==> src/rtl/tv_pkg.sv <==
// Shared types and constants for the on-board test-vector sequencer.
package tv_pkg;

   typedef enum logic [2:0] {
      S_IDLE,
      S_APPLY,
      S_WAIT,
      S_CHECK,
      S_DONE
   } tv_state_e;

   localparam int TV_ERR_W = 16;
   localparam logic [TV_ERR_W-1:0] TV_ERR_MAX = '1;

endpackage

==> src/rtl/tv_vec_mem.sv <==
// Vector store: DEPTH words of {inputs, expected}, written from the load
// port and read combinationally at the sequencer index. Not reset.
module tv_vec_mem #(
   parameter int W     = 4,
   parameter int DEPTH = 16,
   parameter int AW    = 4
) (
   input  logic          clk,
   input  logic          we,
   input  logic [AW-1:0] waddr,
   input  logic [W-1:0]  wdata,
   input  logic [AW-1:0] raddr,
   output logic [W-1:0]  rdata
);

   logic [W-1:0] mem_q [DEPTH];

   always_ff @(posedge clk) begin
      if (we) mem_q[waddr] <= wdata;
   end

   assign rdata = mem_q[raddr];

endmodule

==> src/rtl/tv_sequencer.sv <==
// Applies stored vectors to a combinational DUT, waits SETTLE cycles,
// compares the response and accumulates a saturating mismatch count.
module tv_sequencer
   import tv_pkg::*;
#(
   parameter int NIN    = 3,
   parameter int NOUT   = 1,
   parameter int DEPTH  = 16,
   parameter int SETTLE = 2,
   parameter int ERR_W  = TV_ERR_W,
   localparam int AW    = $clog2(DEPTH),
   localparam int VW    = NIN + NOUT
) (
   input  logic             clk,
   input  logic             reset_n,
   input  logic             load_we,
   input  logic [AW-1:0]    load_addr,
   input  logic [VW-1:0]    load_data,
   input  logic [AW:0]      vec_count,
   input  logic             start,
   output logic [NIN-1:0]   dut_in,
   input  logic [NOUT-1:0]  dut_out,
   output logic             busy,
   output logic             done,
   output logic             pass,
   output logic [ERR_W-1:0] errors,
   output logic             first_err_valid,
   output logic [AW-1:0]    first_err_idx
);

   localparam int CW = (SETTLE > 1) ? $clog2(SETTLE) : 1;
   localparam logic [CW-1:0] CNT_LOAD = CW'((SETTLE > 0) ? SETTLE - 1 : 0);
   localparam logic [AW:0] DEPTH_N = (AW + 1)'(DEPTH);
   localparam logic [ERR_W-1:0] ERR_MAX = ERR_W'(TV_ERR_MAX);

   tv_state_e        state_q, state_d;
   logic [AW:0]      idx_q, idx_d;
   logic [AW:0]      n_q, n_d;
   logic [CW-1:0]    cnt_q, cnt_d;
   logic [NOUT-1:0]  exp_q, exp_d;
   logic [NIN-1:0]   dut_in_q, dut_in_d;
   logic             busy_q, busy_d;
   logic             done_q, done_d;
   logic             pass_q, pass_d;
   logic [ERR_W-1:0] err_q, err_d;
   logic             fev_q, fev_d;
   logic [AW-1:0]    fei_q, fei_d;

   logic [VW-1:0]    rd_word;
   logic             mismatch;

   tv_vec_mem #(
      .W     (VW),
      .DEPTH (DEPTH),
      .AW    (AW)
   ) u_mem (
      .clk   (clk),
      .we    (load_we & ~busy_q),
      .waddr (load_addr),
      .wdata (load_data),
      .raddr (idx_q[AW-1:0]),
      .rdata (rd_word)
   );

   assign mismatch = (dut_out != exp_q);

   always_comb begin
      state_d  = state_q;
      idx_d    = idx_q;
      n_d      = n_q;
      cnt_d    = cnt_q;
      exp_d    = exp_q;
      dut_in_d = dut_in_q;
      busy_d   = busy_q;
      done_d   = done_q;
      pass_d   = pass_q;
      err_d    = err_q;
      fev_d    = fev_q;
      fei_d    = fei_q;
      unique case (state_q)
         S_IDLE, S_DONE: begin
            if (start) begin
               n_d    = (vec_count > DEPTH_N) ? DEPTH_N : vec_count;
               idx_d  = '0;
               err_d  = '0;
               fev_d  = 1'b0;
               fei_d  = '0;
               done_d = 1'b0;
               pass_d = 1'b0;
               if (n_d == '0) begin
                  state_d = S_DONE;
                  done_d  = 1'b1;
                  pass_d  = 1'b1;
               end else begin
                  state_d = S_APPLY;
                  busy_d  = 1'b1;
               end
            end
         end
         S_APPLY: begin
            dut_in_d = rd_word[VW-1:NOUT];
            exp_d    = rd_word[NOUT-1:0];
            cnt_d    = CNT_LOAD;
            state_d  = (SETTLE == 0) ? S_CHECK : S_WAIT;
         end
         S_WAIT: begin
            if (cnt_q == '0) state_d = S_CHECK;
            else cnt_d = cnt_q - 1'b1;
         end
         S_CHECK: begin
            if (mismatch) begin
               if (err_q != ERR_MAX) err_d = err_q + 1'b1;
               if (!fev_q) begin
                  fev_d = 1'b1;
                  fei_d = idx_q[AW-1:0];
               end
            end
            idx_d = idx_q + 1'b1;
            if (idx_q == n_q - 1'b1) begin
               state_d = S_DONE;
               busy_d  = 1'b0;
               done_d  = 1'b1;
               pass_d  = (err_d == '0);
            end else begin
               state_d = S_APPLY;
            end
         end
         default: state_d = S_IDLE;
      endcase
   end

   always_ff @(posedge clk or negedge reset_n) begin
      if (!reset_n) begin
         state_q  <= S_IDLE;
         idx_q    <= '0;
         n_q      <= '0;
         cnt_q    <= '0;
         exp_q    <= '0;
         dut_in_q <= '0;
         busy_q   <= 1'b0;
         done_q   <= 1'b0;
         pass_q   <= 1'b0;
         err_q    <= '0;
         fev_q    <= 1'b0;
         fei_q    <= '0;
      end else begin
         state_q  <= state_d;
         idx_q    <= idx_d;
         n_q      <= n_d;
         cnt_q    <= cnt_d;
         exp_q    <= exp_d;
         dut_in_q <= dut_in_d;
         busy_q   <= busy_d;
         done_q   <= done_d;
         pass_q   <= pass_d;
         err_q    <= err_d;
         fev_q    <= fev_d;
         fei_q    <= fei_d;
      end
   end

   assign dut_in          = dut_in_q;
   assign busy            = busy_q;
   assign done            = done_q;
   assign pass            = pass_q;
   assign errors          = err_q;
   assign first_err_valid = fev_q;
   assign first_err_idx   = fei_q;

endmodule
==> config.mk <==
export PLATFORM = sky130hd
export DESIGN_NAME = tv_sequencer
export DESIGN_NICKNAME = d
export VERILOG_FILES = /design/src/rtl/tv_pkg.sv /design/src/rtl/tv_vec_mem.sv /design/src/rtl/tv_sequencer.sv
export SDC_FILE = /design/constraint.sdc
export NUM_CORES = 1
export LEC_CHECK = 0
export CAP_MARGIN = 10
export CORE_ASPECT_RATIO = 1.4
export CORE_UTILIZATION = 63
export CTS_BUF_LIST = sky130_fd_sc_hd__clkbuf_8 sky130_fd_sc_hd__clkbuf_16
export DETAILED_ROUTE_END_ITERATION = 16
export DONT_BUFFER_PORTS = 1
export PLACE_DENSITY = 0.79
export SETUP_SLACK_MARGIN = 0.05
export SLEW_MARGIN = 20
export SYNTH_ARGS = -nofsm -noshare
export SYNTH_HDL_FRONTEND = slang
export SYNTH_HIERARCHICAL = 1
export SYNTH_SLANG_ARGS = --single-unit
==> constraint.sdc <==
create_clock -name clk -period 3.1 [get_ports clk]
set_input_delay 0.62 -clock clk [delete_from_list [all_inputs] [get_ports clk]]
set_output_delay 0.62 -clock clk [all_outputs]
set_load 0.02 [all_outputs]
==> results of run 1 <==
-- per-stage QoR --
step,hold WS [ns],power (mW),setup slack [ns]
final,0.08532,3.891,0.5015
after global routing,0.06282,4.112,0.2635
after CTS,0.07885,3.914,0.5187
after detailed placement,0.3252,3.057,0.5510
after global placement,0.3252,3.017,0.5566
after floorplan,0.3244,2.802,0.7948
-- layout by cell type, fill, tap and decap left out, drive strengths merged, types with 2 or more instances in the layout --
master / count
a21oi: 8
a22oi: 4
a31oi: 5
a41oi: 3
and2: 4
and3: 2
and4: 5
buf: 8
clkbuf: 9
clkinv: 3
dfrtp: 42
edfxtp: 64
ha: 3
inv: 7
mux2: 6
mux2i: 4
mux4: 16
nand2: 38
nand2b: 5
nand3: 22
nand3b: 6
nand4: 13
nor2: 33
nor2b: 4
nor3: 6
nor4: 5
o21ai: 41
o31ai: 3
or3: 2
or4: 2
xnor2: 9
xor2: 3
-- logic make-up after synthesis --
family / Yosys count / synth area share (%)
AOI/OAI and AO/OA: 73 / 9.264
xor gates and xnor gates: 12 / 2.247
adders and majority gates: 3 / 0.7491
buffers and inverters: 24 / 2.622
DFF: 106 / 59.33
muxes: 26 / 10.39
and+or+nand+nor: 150 / 15.41
-- power by group --
| group | internal, mW | leakage [nW] | switching (mW) |
|---|---|---|---|
| sequential | 1.65 | 1.13 | 0.286 |
| clock | 0.381 | 0.102 | 0.474 |
| combinational | 0.504 | 0.660 | 0.601 |
| total | 2.53 | 1.89 | 1.36 |
-- cell type report --
type	count	area, um^2
Sequential cell	106	2973
Fill cell	540	2454
Multi-Input combinational cell	264	1907
Tap cell	100	125.1
Clock buffer	9	123.9
Clock inverter	7	76.32
Timing Repair Buffer	8	72.57
Inverter	5	18.77
-- worst paths after layout --
| check | startpoint | cells past startpoint | end |
|---|---|---|---|
| max | errors[1] | 7 | pass |
| min | reset_n | 1 | errors[7] |
| max reg2reg | errors[1] | 7 | pass |
| min reg2reg | idx_q[4] | 1 | idx_q[4] |
| max in group asynchronous | reset_n | 1 | pass |
| min in group clk | load_data[3] | 0 | u_mem/mem_q[8][3] |
-- layer usage --
layer	GRT usage, %	vias up	part of all wire (%)
met5	0	-	0
met4	14.02	0	3.1
met3	5.847	24	5.1
met2	46.33	107	54
met1	29.04	1645	38
li1	-	1511	-
-- flip-flops by register name, indices dropped and copies added (netlist names) --
name             count
idx_q                5
n_q                  5
u_mem/mem_q         64
first_err_idx        4
state_q              3
busy                 1
cnt_q                1
exp_q                1
done                 1
errors              16
pass                 1
dut_in               3
first_err_valid      1
-- worst max-delay path: stages (launching register included) --
cell and delay (ns):
sky130_fd_sc_hd__dfrtp_1 0.58, sky130_fd_sc_hd__ha_1 0.34, sky130_fd_sc_hd__and4_1 0.29, sky130_fd_sc_hd__a41oi_4 0.25
sky130_fd_sc_hd__a2111o_1 0.47, sky130_fd_sc_hd__a222oi_1 0.28, sky130_fd_sc_hd__a41oi_1 0.16, sky130_fd_sc_hd__o21ai_1 0.15
==> flow_metrics.tcl, run 1 <==
set metrics [dict create \
    synth_ff_type "sky130_fd_sc_hd__edfxtp_1" \
    power.ir.vdd_worst_v 0.0004358 \
    diodes 0 \
    crit_path_max_fanout 16 \
    die_w_um 77.38 \
    h-tree-depth 3 \
    synthToLayoutAreaGrowth_pct 5.693 \
    post_cts_resized 0 \
    max_clock_freq_ghz 0.3848 \
    postCtsSetupBuffers 0 \
    io_pins 45 \
    clk_latency_ns 0.37 \
    nNetsFinal 415 \
    setup_skew_ns 0.007184 \
    syn_avg_cell_area_um2 12.72 \
    drt-total-wl_mm 10.11 \
    fin_crit_ns 2.599 \
    dieArea_um2 8320 \
    utilization_pct 68.34 \
    grt_first_pass_wirelength_mm 16.04 \
    drive_gt1_share_pct 10.03 \
    place.detailed.instances 482 \
    top_cell_type_s_share_of_synthesized_area_pct 38.35 \
    post_synth_num_cell_types 54 \
    first_global_vias 3323 \
    hold_path_class "input pin to asynchronous set/reset pin" \
    root_buffer "sky130_fd_sc_hd__clkbuf_8" \
    finalSetupViolCount 0 \
    cts_buffer_depth 2 \
    floorplan.initialDensity_pct 64.66 \
    yosysWarningCount 6 \
    arrival_ns 2.89 \
    ys_top_cells_by_count "sky130_fd_sc_hd__edfxtp_1 (64), sky130_fd_sc_hd__dfrtp_1 (42), sky130_fd_sc_hd__o21ai_0 (40), sky130_fd_sc_hd__nand2_1 (38), sky130_fd_sc_hd__nor2_1 (33)" \
    async_reset_ff_share_pct 39.62 \
    vias 3287 \
    netlist_area_um2 5011 \
    area_post_placement_um2 5076 \
    timing.final.crit_share_pct 83.82 \
    worst-slew-pin-transition_ns 0.9250 \
    critical_path_required_ns 3.39 \
    critical_path_class "flip-flop to flip-flop" \
    worstSetupStartpointType "flip-flop" \
    top_cells_by_area_in_the_synthesized_netlist "sky130_fd_sc_hd__edfxtp_1 (38%), sky130_fd_sc_hd__dfrtp_1 (21%), sky130_fd_sc_hd__mux4_1 (7.3%)" \
    port-buffer-count 0 \
    pwr_density_cell_nw_per_um2 734.6 \
    drt_pre_antenna_iters 4 \
    total_leakage_power_nw 1.892 \
    vias_per_cell 6.587 \
    synth-seq-area-share_pct 59.33 \
    finalNonFillerCells 499 \
    hold_buffers 1 \
    rsz0062_at_grt "no" \
    status "finished clean" \
    cts-buffers-inserted 9 \
    final-max-slew-violation-count 0 \
    worst_setup_hold_path_clk_slew_ns 0.10 \
    global_route.overflow_total 0 \
    post_synth_edffs 64 \
    mapped_cells 394 \
    clock_sink_count 106 \
    post_drt_wl_per_cell_um 20.25 \
    tritoncts_clock_tree "yes" \
    antenna_violating_nets_post_route 0 \
    rows 38 \
    yosysMostFrequentCell "sky130_fd_sc_hd__edfxtp_1" \
    finalSetupTns_ns 0 \
    timing.reg2reg.setup_slack_ns 0.50 \
    postSynthNetCount 415 \
    cap_viol_max_count 0 \
    post-route-drc-count 0 \
    grt_max_degree 43 \
    slew-limit-headroom_pct 37.86 \
    antenna_violations_before_repair 0 \
    post-synth-top-area-cell "sky130_fd_sc_hd__edfxtp_1" \
    core_area_um2 7750 \
    die_height_um 107.5 \
    number_of_flip_flops_and_latches_in_the_synthesized_netlist 106 \
    hold_violation_total_from_the_final_report 0 \
    track_usage_pct 26.14 \
    gpl.final_weighted_congestion 0.8892 \
    post-route-cell-area_um2 5296 \
    end_kind "flip-flop" \
    first_iter_violations 235 \
    hpwl_mm 7.156 \
]
No activity file was read; power rests on OpenSTA's default activity.
==> run 2: changes to the inputs <==
CORE_UTILIZATION = 57   (was 63)
PLACE_DENSITY = 0.75   (was 0.79)
clock period = 2.3 ns   (was 3.1 ns; I/O delays follow)
==> run 2 against run 1 <==
  * Power is 47% higher
  * Largest power group unchanged
  * Global-route usage is 1.0 points lower
  * Sequential cell count stayed put
==> flow_metrics.tcl, run 2 (synthesized netlist as in run 1, its figures left out) <==
set metrics [dict create \
    status "finished clean" \
    largest_register_ff_count 64 \
    final-max-slew-violation-count 0 \
    setup_skew_ns 0.008927 \
    post-route-drc-count 0 \
    drt-total-wl_mm 10.53 \
    drive_gt1_share_pct 16.63 \
    track_usage_pct 25.10 \
    crit_path_max_fanout 10 \
    post_drt_wl_per_cell_um 19.79 \
    first_global_vias 3344 \
    fin_crit_ns 2.112 \
    hp-start "load_data[2]" \
    max_clock_freq_ghz 0.4735 \
    end_kind "flip-flop" \
    detail_route.wirelength.met1_mm 4.105 \
    cts-buffers-inserted 9 \
    root_buffer "sky130_fd_sc_hd__clkbuf_16" \
    worstSetupStartpointType "flip-flop" \
    dr_wl_met2_mm 5.625 \
    critical_path.reg2reg.startpoint "errors[0]" \
    dieArea_um2 9176 \
    hold_path_class "input pin to flip-flop" \
    worst_setup_hold_path_clk_slew_ns 0.08 \
    dr_wl_met3_um 387 \
    finalSetupViolCount 0 \
    critical_path_class "flip-flop to flip-flop" \
    rows 40 \
    h-tree-depth 3 \
    max_flop_register "u_mem/mem_q" \
    clock_sink_count 106 \
    core_area_um2 8558 \
    routed.top_layer "met4" \
    nNetsFinal 443 \
    finalSetupTns_ns 0 \
    die_w_um 81.25 \
    critical_path_required_ns 2.58 \
    timing.critical_path.from "errors[0]" \
    grt_first_pass_wirelength_mm 16.71 \
    arrival_ns 2.40 \
    grt_max_degree 43 \
    place.detailed.instances 514 \
    floorplan.initialDensity_pct 58.55 \
    synthToLayoutAreaGrowth_pct 12.61 \
    total_leakage_power_nw 2.085 \
    pwr_density_cell_nw_per_um2 1011 \
    cap_viol_max_count 0 \
    clk_latency_ns 0.35 \
    timing.final.crit_share_pct 91.82 \
    vias_per_cell 6.293 \
    vias 3348 \
    diodes 0 \
    gpl.final_weighted_congestion 0.9287 \
    first_iter_violations 247 \
    postLayoutSetupSlackWorst_ns 0.1882 \
    power.ir.vdd_worst_v 0.0007427 \
    worst-slew-pin-transition_ns 0.4632 \
    commonest_non_fill_non_tap_cells_in_the_layout "sky130_fd_sc_hd__edfxtp_1 (64), sky130_fd_sc_hd__o21ai_0 (40), sky130_fd_sc_hd__dfrtp_1 (40), sky130_fd_sc_hd__nand2_1 (38)" \
    die_height_um 112.9 \
    utilization_pct 65.94 \
    finalNonFillerCells 532 \
    cts_buffer_depth 2 \
    drt_pre_antenna_iters 4 \
    antenna_violating_nets_post_route 0 \
    port-buffer-count 0 \
    area_post_placement_um2 5310 \
    rsz0062_at_grt "no" \
    hold_violation_total_from_the_final_report 0 \
    global_route.overflow_total 0 \
    io_pins 45 \
    tritoncts_clock_tree "yes" \
    final_common_cell "sky130_fd_sc_hd__edfxtp_1" \
    slew-limit-headroom_pct 69.02 \
    hpwl_mm 7.411 \
    post-route-cell-area_um2 5643 \
    antenna_violations_before_repair 0 \
    placement.setup.worst_slack_ns 0.1630 \
]
run 2: final timing paths:
path                                     end  slack (ns)  cells after the start
max                                     pass        0.19                      8
min                        u_mem/mem_q[1][2]        0.20                      0
max reg2reg                             pass        0.19                      8
min reg2reg                         idx_q[4]        0.52                      1
max in group asynchronous          errors[2]        1.49                      2
min in group asynchronous          errors[5]        0.59                      2
run 2: critical path, cell delays in order, from the launching register on:
cell and delay [ns]:
sky130_fd_sc_hd__dfrtp_1 0.35, sky130_fd_sc_hd__ha_1 0.19, sky130_fd_sc_hd__and4_2 0.28, sky130_fd_sc_hd__a41oi_4 0.18, sky130_fd_sc_hd__buf_4 0.22, sky130_fd_sc_hd__and2_2 0.22
sky130_fd_sc_hd__o41ai_1 0.29, sky130_fd_sc_hd__a41oi_1 0.16, sky130_fd_sc_hd__o21ai_1 0.14
run 2: where the power goes:
group          switching [mW]  internal, mW
clock network           0.740         0.762
registers               0.299          2.22
logic                   0.927         0.755
total                    1.97          3.74
run 2: layout make-up:
| type | instances | area, um^2 |
|---|---|---|
| sequential | 106 | 2975 |
| tap | 105 | 131.4 |
| clock buffer | 9 | 225.2 |
| inverter | 5 | 18.77 |
| multi-input combinational | 264 | 1931 |
| clock inverter | 7 | 63.81 |
| fill | 639 | 2915 |
| timing repair buffer | 36 | 297.8 |
run 2: timing repair:
| item | in CTS | in global routing |
|---|---|---|
| resized for setup | 0 | 5 |
| buffers inserted | 0 | 0 |
| hold endpoints to repair | 42 | 0 |
| endpoints found under the setup margin | 0 | 3 |
| hold buffers | 2 | 0 |
run 2: routing by layer:
| layer | vias to the layer above | GRT usage, % |
|---|---|---|
| met4 | 0 | 13.21 |
| met2 | 89 | 44.03 |
| met1 | 1652 | 28.68 |
| met5 | - | 0 |
| li1 | 1579 | - |
| met3 | 28 | 4.194 |
run 2: per-stage QoR:
step                      hold WS (ns)  power (mW)
after floorplan                 0.1644       3.780
after global placement          0.1653       4.162
after detailed placement        0.1653       4.203
after CTS                       0.1877       5.725
after global routing            0.1850       5.984
final                           0.1986       5.703
==> run 3: changes to the inputs <==
ABC_AREA = 1   (was not set)
SLEW_MARGIN = not set   (was 20)
==> run 3 against run 2 <==
  * The flow now finishes with violations (DRC)
  * Sequential share of layout area decreased by 1.6 points
  * Power increased by 2.7%
  * Setup slack improved by 0.096 ns
  * Hold slack improved by 0.0055 ns
  * Via count increased by 24%
  * Combinational power increased by 9.5%
  * Cell count increased by 40%
  * Die area increased by 7.3%
  * Routed wire length increased by 9.3%
  * First-iteration DRC count decreased by 17%
  * Critical endpoint unchanged
==> flow_metrics.tcl, run 3 <==
set metrics [dict create \
    hold_violation_total_from_the_final_report 0 \
    worst-slew-pin-transition_ns 0.4669 \
    dieArea_um2 9848 \
    crit_chain "ha_1 > nand2_1 > nor2_4 > nand2_4 > nor2_4 > inv_2 > nand3_1 > nand2_1 > nand2_1 > nor2_1 > nand2_1 > nor2_1 > nand2_1 > nand2_1 > nand2_1 > nand2_1" \
    port-buffer-count 0 \
    crit_path_max_fanout 8 \
    critical_path_class "flip-flop to flip-flop" \
    grt_first_pass_wirelength_mm 18.64 \
    async_reset_ff_share_pct 39.62 \
    fin_crit_ns 2.016 \
    track_usage_pct 25.08 \
    mapped_cells 628 \
    grt_max_degree 43 \
    yosysMostFrequentCell "sky130_fd_sc_hd__nand2_1" \
    timing.final.crit_share_pct 87.66 \
    drt-total-wl_mm 11.50 \
    vias_per_cell 5.535 \
    cap_viol_max_count 0 \
    global_route.overflow_total 0 \
    root_buffer "sky130_fd_sc_hd__clkbuf_16" \
    post_drt_wl_per_cell_um 15.40 \
    first_iter_violations 206 \
    synthToLayoutAreaGrowth_pct 7.944 \
    status "complete, but fails checks" \
    timing.reg2reg.setup_slack_ns 0.28 \
    yosysWarningCount 6 \
    finalNonFillerCells 747 \
    r2r.worst_path.cells 16 \
    worst_setup_hold_path_clk_slew_ns 0.07 \
    commonest_non_fill_non_tap_cells_in_the_layout "sky130_fd_sc_hd__nand2_1 (186), sky130_fd_sc_hd__inv_1 (97), sky130_fd_sc_hd__nand3_1 (75), sky130_fd_sc_hd__edfxtp_1 (64), sky130_fd_sc_hd__nor2_1 (44)" \
    utilization_pct 64.03 \
    clk_latency_ns 0.35 \
    antenna_violating_nets_post_route 0 \
    ys_top_cells_by_count "sky130_fd_sc_hd__nand2_1 (186), sky130_fd_sc_hd__inv_1 (96), sky130_fd_sc_hd__nand3_1 (75), sky130_fd_sc_hd__edfxtp_1 (64), sky130_fd_sc_hd__nor2_1 (45)" \
    critical_path.reg2reg.startpoint "errors[1]" \
    postCtsSetupBuffers 0 \
    nNetsFinal 657 \
    depth_of_the_worst_hold_timing_path 0 \
    post-route-cell-area_um2 5814 \
    floorplan.initialDensity_pct 59.32 \
    crit_top_cell "sky130_fd_sc_hd__nand2_1" \
    hpwl_mm 8.085 \
    final_common_cell "sky130_fd_sc_hd__nand2_1" \
    drive_gt1_share_pct 8.125 \
    failing_checks "DRC" \
    die_height_um 117.0 \
    first_global_vias 4020 \
    hp-start "load_data[1]" \
    worstSetupStartpointType "flip-flop" \
    vias 4135 \
    clock_sink_count 106 \
    netlist_area_um2 5386 \
    hold_path_class "input pin to flip-flop" \
    syn_avg_cell_area_um2 8.577 \
    power.ir.vdd_worst_v 0.0006392 \
    finalHoldWorstSlack_ns 0.2041 \
    slew-limit-headroom_pct 68.84 \
    post_synth_edffs 64 \
    cts_buffer_depth 2 \
    cts-buffers-inserted 9 \
    nFillCells 748 \
    number_of_flip_flops_and_latches_in_the_synthesized_netlist 106 \
    holdPathEnd "u_mem/mem_q[10][1]" \
    final-max-slew-violation-count 0 \
    critical_path.max_stage_delay_ns 0.45 \
    rsz0062_at_grt "no" \
    drt_pre_antenna_iters 11 \
    postSynthNetCount 649 \
    rows 41 \
    h-tree-depth 3 \
    antenna_violations_before_repair 0 \
    io_pins 45 \
    post-synth-top-area-cell "sky130_fd_sc_hd__edfxtp_1" \
    setup_skew_ns 0.008058 \
    max_clock_freq_ghz 0.4960 \
    finalSetupViolCount 0 \
    total_leakage_power_nw 2.608 \
    finalSetupTns_ns 0 \
    largest_register_ff_count 64 \
    critical_path_required_ns 2.54 \
    max_flop_register "u_mem/mem_q" \
    area_post_placement_um2 5489 \
    end_of_the_worst_register_to_register_path "pass" \
    core_area_um2 9080 \
    post_synth_num_cell_types 33 \
    diodes 0 \
    tritoncts_clock_tree "yes" \
    post-route-drc-count 6 \
    pwr_density_cell_nw_per_um2 1007 \
    synth_ff_type "sky130_fd_sc_hd__edfxtp_1" \
    synth-seq-area-share_pct 55.19 \
    top_cells_by_area_in_the_synthesized_netlist "sky130_fd_sc_hd__edfxtp_1 (36%), sky130_fd_sc_hd__dfrtp_1 (20%), sky130_fd_sc_hd__nand2_1 (13%)" \
    arrival_ns 2.26 \
    die_w_um 84.16 \
    place.detailed.instances 730 \
    gpl.final_weighted_congestion 0.8670 \
    top_cell_type_s_share_of_synthesized_area_pct 35.68 \
    end_kind "flip-flop" \
    timing.critical_path.slowest_stage_cell "sky130_fd_sc_hd__dfrtp_1" \
]
==> run 3: cells by family after synthesis <==
| kind of cell | Yosys count | synth area share (%) |
|---|---|---|
| AOI/OAI and AO/OA | 52 | 5.064 |
| xor gates and xnor gates | 11 | 1.789 |
| adders and majority gates | 3 | 0.6969 |
| buffers and inverters | 120 | 9.640 |
| DFF | 106 | 55.19 |
| muxes | 4 | 0.8362 |
| and+or+nand+nor | 332 | 26.78 |
==> run 3: per-layer routing <==
layer	track usage, %	share of wire, %	vias to the layer above
met2	47.38	54	138
met3	4.628	5.4	34
met1	26.37	38	1935
met5	0	0	-
li1	-	-	2028
met4	14.25	3.3	0
==> run 3: cell type report <==
class                      instances  area, um^2  area share [%]
timing repair buffer              15       127.6           2.195
sequential                       106        2973           51.13
tap                              107       133.9           2.303
clock inverter                     6       67.56           1.162
inverter                         102       390.4           6.714
clock buffer                       9       225.2           3.873
multi-input combinational        402        1897           32.62
==> run 3: worst max path at each step <==
stage | startpoint | endpoint | cells past startpoint | slack, ns
CTS | errors[14] | pass | 15 | 0.23
floorplan | errors[1] | pass | 16 | 0.45
finish | errors[1] | pass | 16 | 0.28
detailed placement | errors[14] | pass | 15 | 0.25
global placement | errors[14] | pass | 15 | 0.27
global route | exp_q | pass | 13 | 0.07
==> run 3: worst max-delay path: cells and delay by family (launching register included) <==
kind                       cells  cell delay (ns)
and+or+nand+nor               14             1.16
DFF                            1             0.45
adders and majority gates      1             0.25
buffers and inverters          1             0.04
==> run 3: power by group <==
group	total, mW	internal, mW	switching [mW]	leakage, nW
Combinational	1.84	0.634	1.21	1.33
Clock	1.49	0.840	0.654	0.143
Sequential	2.52	2.24	0.279	1.13
Total	5.86	3.72	2.14	2.61
==> run 3: metrics by stage <==
stage	setup slack (ns)	total power, mW
after floorplan	0.4546	3.976
after global placement	0.2720	4.298
after detailed placement	0.2526	4.358
after CTS	0.2256	5.890
after global routing	0.06909	6.221
final	0.2839	5.857
==> run 3: what timing repair did <==
action                                 4_1_cts  5_1_grt
setup endpoints to repair                    0        1
endpoints found under the hold margin       42        0
hold buffers                                 2        0
resized for setup                            0        1
